### src/rtl/pc_pkg.sv
// Shared types and helpers for the program-counter sequencer: the decoded
// next-PC source and the wrapping sequential increment.
package pc_pkg;

  // Widest address the helper function supports; callers cast in and out.
  localparam int unsigned PC_MAX_W = 32;

  typedef enum logic [2:0] {
    PC_SEQ,
    PC_JUMP,
    PC_CALL,
    PC_RET,
    PC_HOLD
  } pc_src_e;

  // Sequential successor: anything at or beyond the last address wraps to 0.
  function automatic logic [PC_MAX_W-1:0] wrap_inc(
    input logic [PC_MAX_W-1:0] addr,
    input logic [PC_MAX_W-1:0] last
  );
    wrap_inc = (addr >= last) ? '0 : addr + PC_MAX_W'(1);
  endfunction

endpackage

### src/rtl/pc_seq_unit_ras.sv
// Return-address stack: LIFO storage plus an occupancy count. The parent only
// issues push when not full and pop when not empty.
module ras_stack #(
  parameter int unsigned W     = 5,
  parameter int unsigned DEPTH = 4
) (
  input  logic         clock,
  input  logic         clear_n,
  input  logic         push,
  input  logic         pop,
  input  logic [W-1:0] push_data,
  output logic [W-1:0] top,
  output logic         full,
  output logic         empty
);

  localparam int unsigned CNT_W = $clog2(DEPTH + 1);
  localparam int unsigned IDX_W = (DEPTH > 1) ? $clog2(DEPTH) : 1;

  logic [CNT_W-1:0] count_q, count_d;
  logic [W-1:0]     mem_q [DEPTH];
  logic [IDX_W-1:0] wr_idx;
  logic [IDX_W-1:0] top_idx;

  assign wr_idx  = IDX_W'(count_q);
  assign top_idx = IDX_W'(count_q - CNT_W'(1));

  always_comb begin
    count_d = count_q;
    case ({push, pop})
      2'b10:   count_d = count_q + CNT_W'(1);
      2'b01:   count_d = count_q - CNT_W'(1);
      default: count_d = count_q;
    endcase
  end

  always_ff @(posedge clock) begin
    if (!clear_n) begin
      count_q <= '0;
    end else begin
      count_q <= count_d;
    end
  end

  // Storage needs no reset: entries above the count are never read.
  always_ff @(posedge clock) begin
    if (clear_n && push) begin
      mem_q[wr_idx] <= push_data;
    end
  end

  assign top   = mem_q[top_idx];
  assign full  = (count_q == CNT_W'(DEPTH));
  assign empty = (count_q == '0);

endmodule

### src/rtl/pc_seq_unit.sv
// Program counter with stall, absolute/relative jumps, call/return through a
// return-address stack, and a programmable sequential wrap limit.
module pc_seq_unit
  import pc_pkg::*;
#(
  parameter int unsigned ADDR_W     = 5,
  parameter int unsigned LAST_ADDR  = 19,
  parameter int unsigned RESET_ADDR = 0,
  parameter int unsigned RAS_DEPTH  = 4
) (
  input  logic              clock,
  input  logic              clear_n,
  input  logic              stall,
  input  logic              jump_en,
  input  logic              jump_rel,
  input  logic [ADDR_W-1:0] jump_target,
  input  logic              call_en,
  input  logic              ret_en,
  output logic [ADDR_W-1:0] instr_addr,
  output logic              ras_full,
  output logic              ras_empty,
  output logic              ras_overflow,
  output logic              ras_underflow
);

  logic [ADDR_W-1:0] pc_q, pc_d;
  logic              ovf_q, ovf_d;
  logic              unf_q, unf_d;
  logic [ADDR_W-1:0] seq_addr;
  logic [ADDR_W-1:0] tgt_addr;
  logic [ADDR_W-1:0] ras_top;
  logic              ras_push;
  logic              ras_pop;
  pc_src_e           src;

  assign seq_addr = ADDR_W'(wrap_inc(PC_MAX_W'(pc_q), PC_MAX_W'(LAST_ADDR)));
  // Same-width addition gives the sign-extended offset modulo 2^ADDR_W.
  assign tgt_addr = jump_rel ? (pc_q + jump_target) : jump_target;

  always_comb begin
    src = PC_SEQ;
    if (stall) begin
      src = PC_HOLD;
    end else if (ret_en) begin
      src = PC_RET;
    end else if (call_en) begin
      src = PC_CALL;
    end else if (jump_en) begin
      src = PC_JUMP;
    end
  end

  assign ras_push = (src == PC_CALL) && !ras_full;
  assign ras_pop  = (src == PC_RET) && !ras_empty;

  always_comb begin
    pc_d  = seq_addr;
    ovf_d = ovf_q;
    unf_d = unf_q;
    case (src)
      PC_HOLD: pc_d = pc_q;
      PC_RET: begin
        pc_d = ras_empty ? seq_addr : ras_top;
        if (ras_empty) unf_d = 1'b1;
      end
      PC_CALL: begin
        pc_d = tgt_addr;
        if (ras_full) ovf_d = 1'b1;
      end
      PC_JUMP: pc_d = tgt_addr;
      default: pc_d = seq_addr;
    endcase
  end

  always_ff @(posedge clock) begin
    if (!clear_n) begin
      pc_q  <= ADDR_W'(RESET_ADDR);
      ovf_q <= 1'b0;
      unf_q <= 1'b0;
    end else begin
      pc_q  <= pc_d;
      ovf_q <= ovf_d;
      unf_q <= unf_d;
    end
  end

  ras_stack #(
    .W     (ADDR_W),
    .DEPTH (RAS_DEPTH)
  ) u_ras (
    .clock     (clock),
    .clear_n   (clear_n),
    .push      (ras_push),
    .pop       (ras_pop),
    .push_data (seq_addr),
    .top       (ras_top),
    .full      (ras_full),
    .empty     (ras_empty)
  );

  assign instr_addr    = pc_q;
  assign ras_overflow  = ovf_q;
  assign ras_underflow = unf_q;

endmodule

### config.mk
export PLATFORM = sky130hd
export DESIGN_NAME = pc_seq_unit
export DESIGN_NICKNAME = d
export VERILOG_FILES = /design/src/rtl/pc_pkg.sv /design/src/rtl/pc_seq_unit_ras.sv /design/src/rtl/pc_seq_unit.sv
export SDC_FILE = /design/constraint.sdc
export NUM_CORES = 1
export LEC_CHECK = 0
export CAP_MARGIN = 20
export CORE_MARGIN = 3
export CORE_UTILIZATION = 25
export CTS_BUF_LIST = sky130_fd_sc_hd__clkbuf_4 sky130_fd_sc_hd__clkbuf_8 sky130_fd_sc_hd__clkbuf_16
export DETAILED_ROUTE_END_ITERATION = 7
export PLACE_DENSITY_LB_ADDON = 0.3
export SLEW_MARGIN = 20
export SYNTH_ARGS = -nofsm -noshare
export SYNTH_HDL_FRONTEND = slang
export SYNTH_SLANG_ARGS = --single-unit
### constraint.sdc
create_clock -name clock -period 3 [get_ports clock]
set_clock_uncertainty 0.2 [all_clocks]
set_input_delay 0.3 -clock clock [delete_from_list [all_inputs] [get_ports clock]]
set_output_delay 0.3 -clock clock [all_outputs]
set_load 0.03 [all_outputs]
==> flow_summary.yaml <==
timing:
  rsz0062_at_grt: "no"
  fin_crit_ns: 2.39
  hold_violations: 0
  setup_violations: 0
  fmax_mhz: 418
  relSlewSlack: 0.656
  finalCritPeriodShare: 0.797
  tightest_slew_ns: 0.514
  maxSlewViolCount: 0
  tns_ns: 0
cts:
  cts_hold_buf: 0
  cts_buffers: 5
  cts-resized-gates: 0
  clockBufferDepth: 2
  cts_tree: "yes"
  cts-root-buf: "clkbuf_8"
  post_cts_buffers: 0
  h-tree-depth: 2
  clock_latency_ns: 0.28
  clk_pin_slew_ns: 0.06
  clock-sinks: 30
power_and_ir_drop:
  comb_power_share: 0.175
  leakage_uw: 0.000771
  p_int_uw: 881
  p_clk_frac: 0.414
  power.share.switching: 0.238
  p_switching_uw: 275
  power_density_nw_per_um2: 548
  seqPwrFrac: 0.411
  vdd_ir_drop_max_v: 0.000207
yosys:
  dominantRegCellSynth: "edfxtp_1"
  synthTopCellsByCount: "20 x edfxtp_1, 13 x inv_1, 11 x ha_1, 11 x nor2_1, 10 x dfxtp_1"
  synth_area_per_cell_um2: 11.5
  synth_edf_count: 20
  synth.distinct_cells: 43
  synth_most_common_cell: "edfxtp_1"
  post-synth-top-area-fraction: 0.356
  syn_area_um2: 1690
  synth.net_count: 171
  synth_area_leader_cell: "edfxtp_1"
  synth_warnings: 0
  synth-async-reset-ratio: 0
  ys_seq_elements: 30
  synth-seq-area-share: 0.475
  synthTopCellsByArea: "edfxtp_1 36%, dfxtp_1 12%, ha_1 8.2%"
  synth_cells: 147
placement:
  hpwl_um: 2830
  place_area_um2: 1980
  portBuffers: 20
  dpl.cell_count: 242
  place.gp.congestion: 0.843
grt:
  grt_usage: 0.108
  antenna_found_initial: 0
  grt_max_degree: 12
  first_global_vias: 1263
  grt_pass1_wl_um: 6180
  gr-total-overflow: 0
routing:
  vias_per_cell: 4.86
  drt-pass1-iter-count: 4
  vias: 1214
  wl_per_cell_um: 15.1
  drt_wl_total_um: 3780
  drtIter0Drc: 53
  drtAntennaViolNets: 0
  drc: 0
layout:
  drive_gt1_frac: 0.0867
  fin_area_um2: 2110
  final_nets: 196
  syn_to_final_growth_pct: 25.2
  diodes: 0
  finalNonFillerCells: 250
floorplan:
  die_y_um: 88.1
  die_w_um: 88.1
  die_area_um2: 7760
  io-pin-count: 21
  core_area_um2: 6460
  row_count: 29
  start_util: 0.261
setup_path:
  worstSetupStartpoint: "u_ras.count_q[1]$_SDFFE_PN0P_"
  crit_fanout: 4
  required_ns: 2.50
  end_kind: "output port"
  path_class: "register to output port"
  rr_startpoint: "u_ras.count_q[1]$_SDFFE_PN0P_"
  critPathLaunchType: "register"
  cp.arrival_ns: 1.89
run_status:
  status: "completed"
job:
  drv_cap: 0
worst_hold_path:
  hold_class: "register to register"
  worstHoldStart: "ras_underflow$_SDFFE_PN0P_"
cell usage in the layout, fill, tap and decap left out, types with 5 or more instances in the layout:
cell,instances
inv_1,13
nor2_1,11
o21ai_0,6
nand3_1,5
clkbuf_8,5
a21oi_1,7
clkdlybuf4s50_1,20
dfxtp_1,10
ha_1,11
edfxtp_1,20
nand2_1,5
per-stage QoR:
step / power [uW] / util / setup slack [ns] / hold slack [ns]
floorplan: 615 / - / 0.633 / 0.272
CTS: 1170 / 0.327 / 0.607 / 0.269
finish: 1160 / 0.327 / 0.609 / 0.265
detailed placement: 686 / 0.306 / 0.573 / 0.253
global placement: 687 / 0.306 / 0.641 / 0.249
global route: 1220 / 0.327 / 0.473 / 0.306
state kept, by name, indices dropped and copies added (netlist names):
register and cells:
u_ras.mem_q 20, ras_underflow 1, ras_overflow 1, u_ras.count_q 3
instr_addr 5
final cells by class:
class | count | area (um^2)
repair buffers | 24 | 230
inverters | 13 | 48.8
flip-flops and latches | 30 | 801
well taps | 77 | 96.3
multi-input cells | 98 | 802
clock buffers | 5 | 68.8
fillers | 662 | 4350
clock inverters | 3 | 63.8
per-layer routing:
layer  wire length, um  GRT usage  vias up  share of wire
met1              1720      0.135      577           0.46
met2              1810      0.175       31           0.48
met4                39     0.0371        0          0.010
li1                  -          -      604              -
met3               211     0.0348        2          0.056
met5                 0          0        -              0
logic make-up (layout without fill, tap and decap cells):
group / after synthesis / in the layout / share of synthesized area
AOI/OAI and AO/OA: 32 / 32 / 0.131
muxes: 9 / 9 / 0.101
DFF: 30 / 30 / 0.475
adders and majority gates: 12 / 12 / 0.0935
and+or+nand+nor: 40 / 40 / 0.124
xor gates and xnor gates: 5 / 5 / 0.0260
buffers and inverters: 19 / 45 / 0.0490
power by group through the flow:
stage          Combinational [uW]  Clock, uW  Sequential [uW]
6_report                      202        479              475
5_1_grt                       224        518              476
4_1_cts                       203        490              475
3_5_place_dp                  202          0              484
3_3_place_gp                  203          0              484
2_1_floorplan                 124          0              492
path summary, 6_finish.rpt:
path | endpoint | slack, ns | cells past startpoint
worst max-delay path | ras_empty | 0.61 | 5
worst min-delay path | ras_underflow$_SDFFE_PN0P_ | 0.26 | 1
worst max register to register | u_ras.count_q[2]$_SDFFE_PN0P_ | 0.64 | 8
worst min register to register | ras_underflow$_SDFFE_PN0P_ | 0.26 | 1
worst max-delay path, stage by stage (launching register included):
cell	delay [ns]
dfxtp_1	0.35
inv_1	0.11
ha_1	0.21
nand2b_1	0.10
inv_1	0.14
clkdlybuf4s50_1	0.70
(Power assumes the default switching activity.)
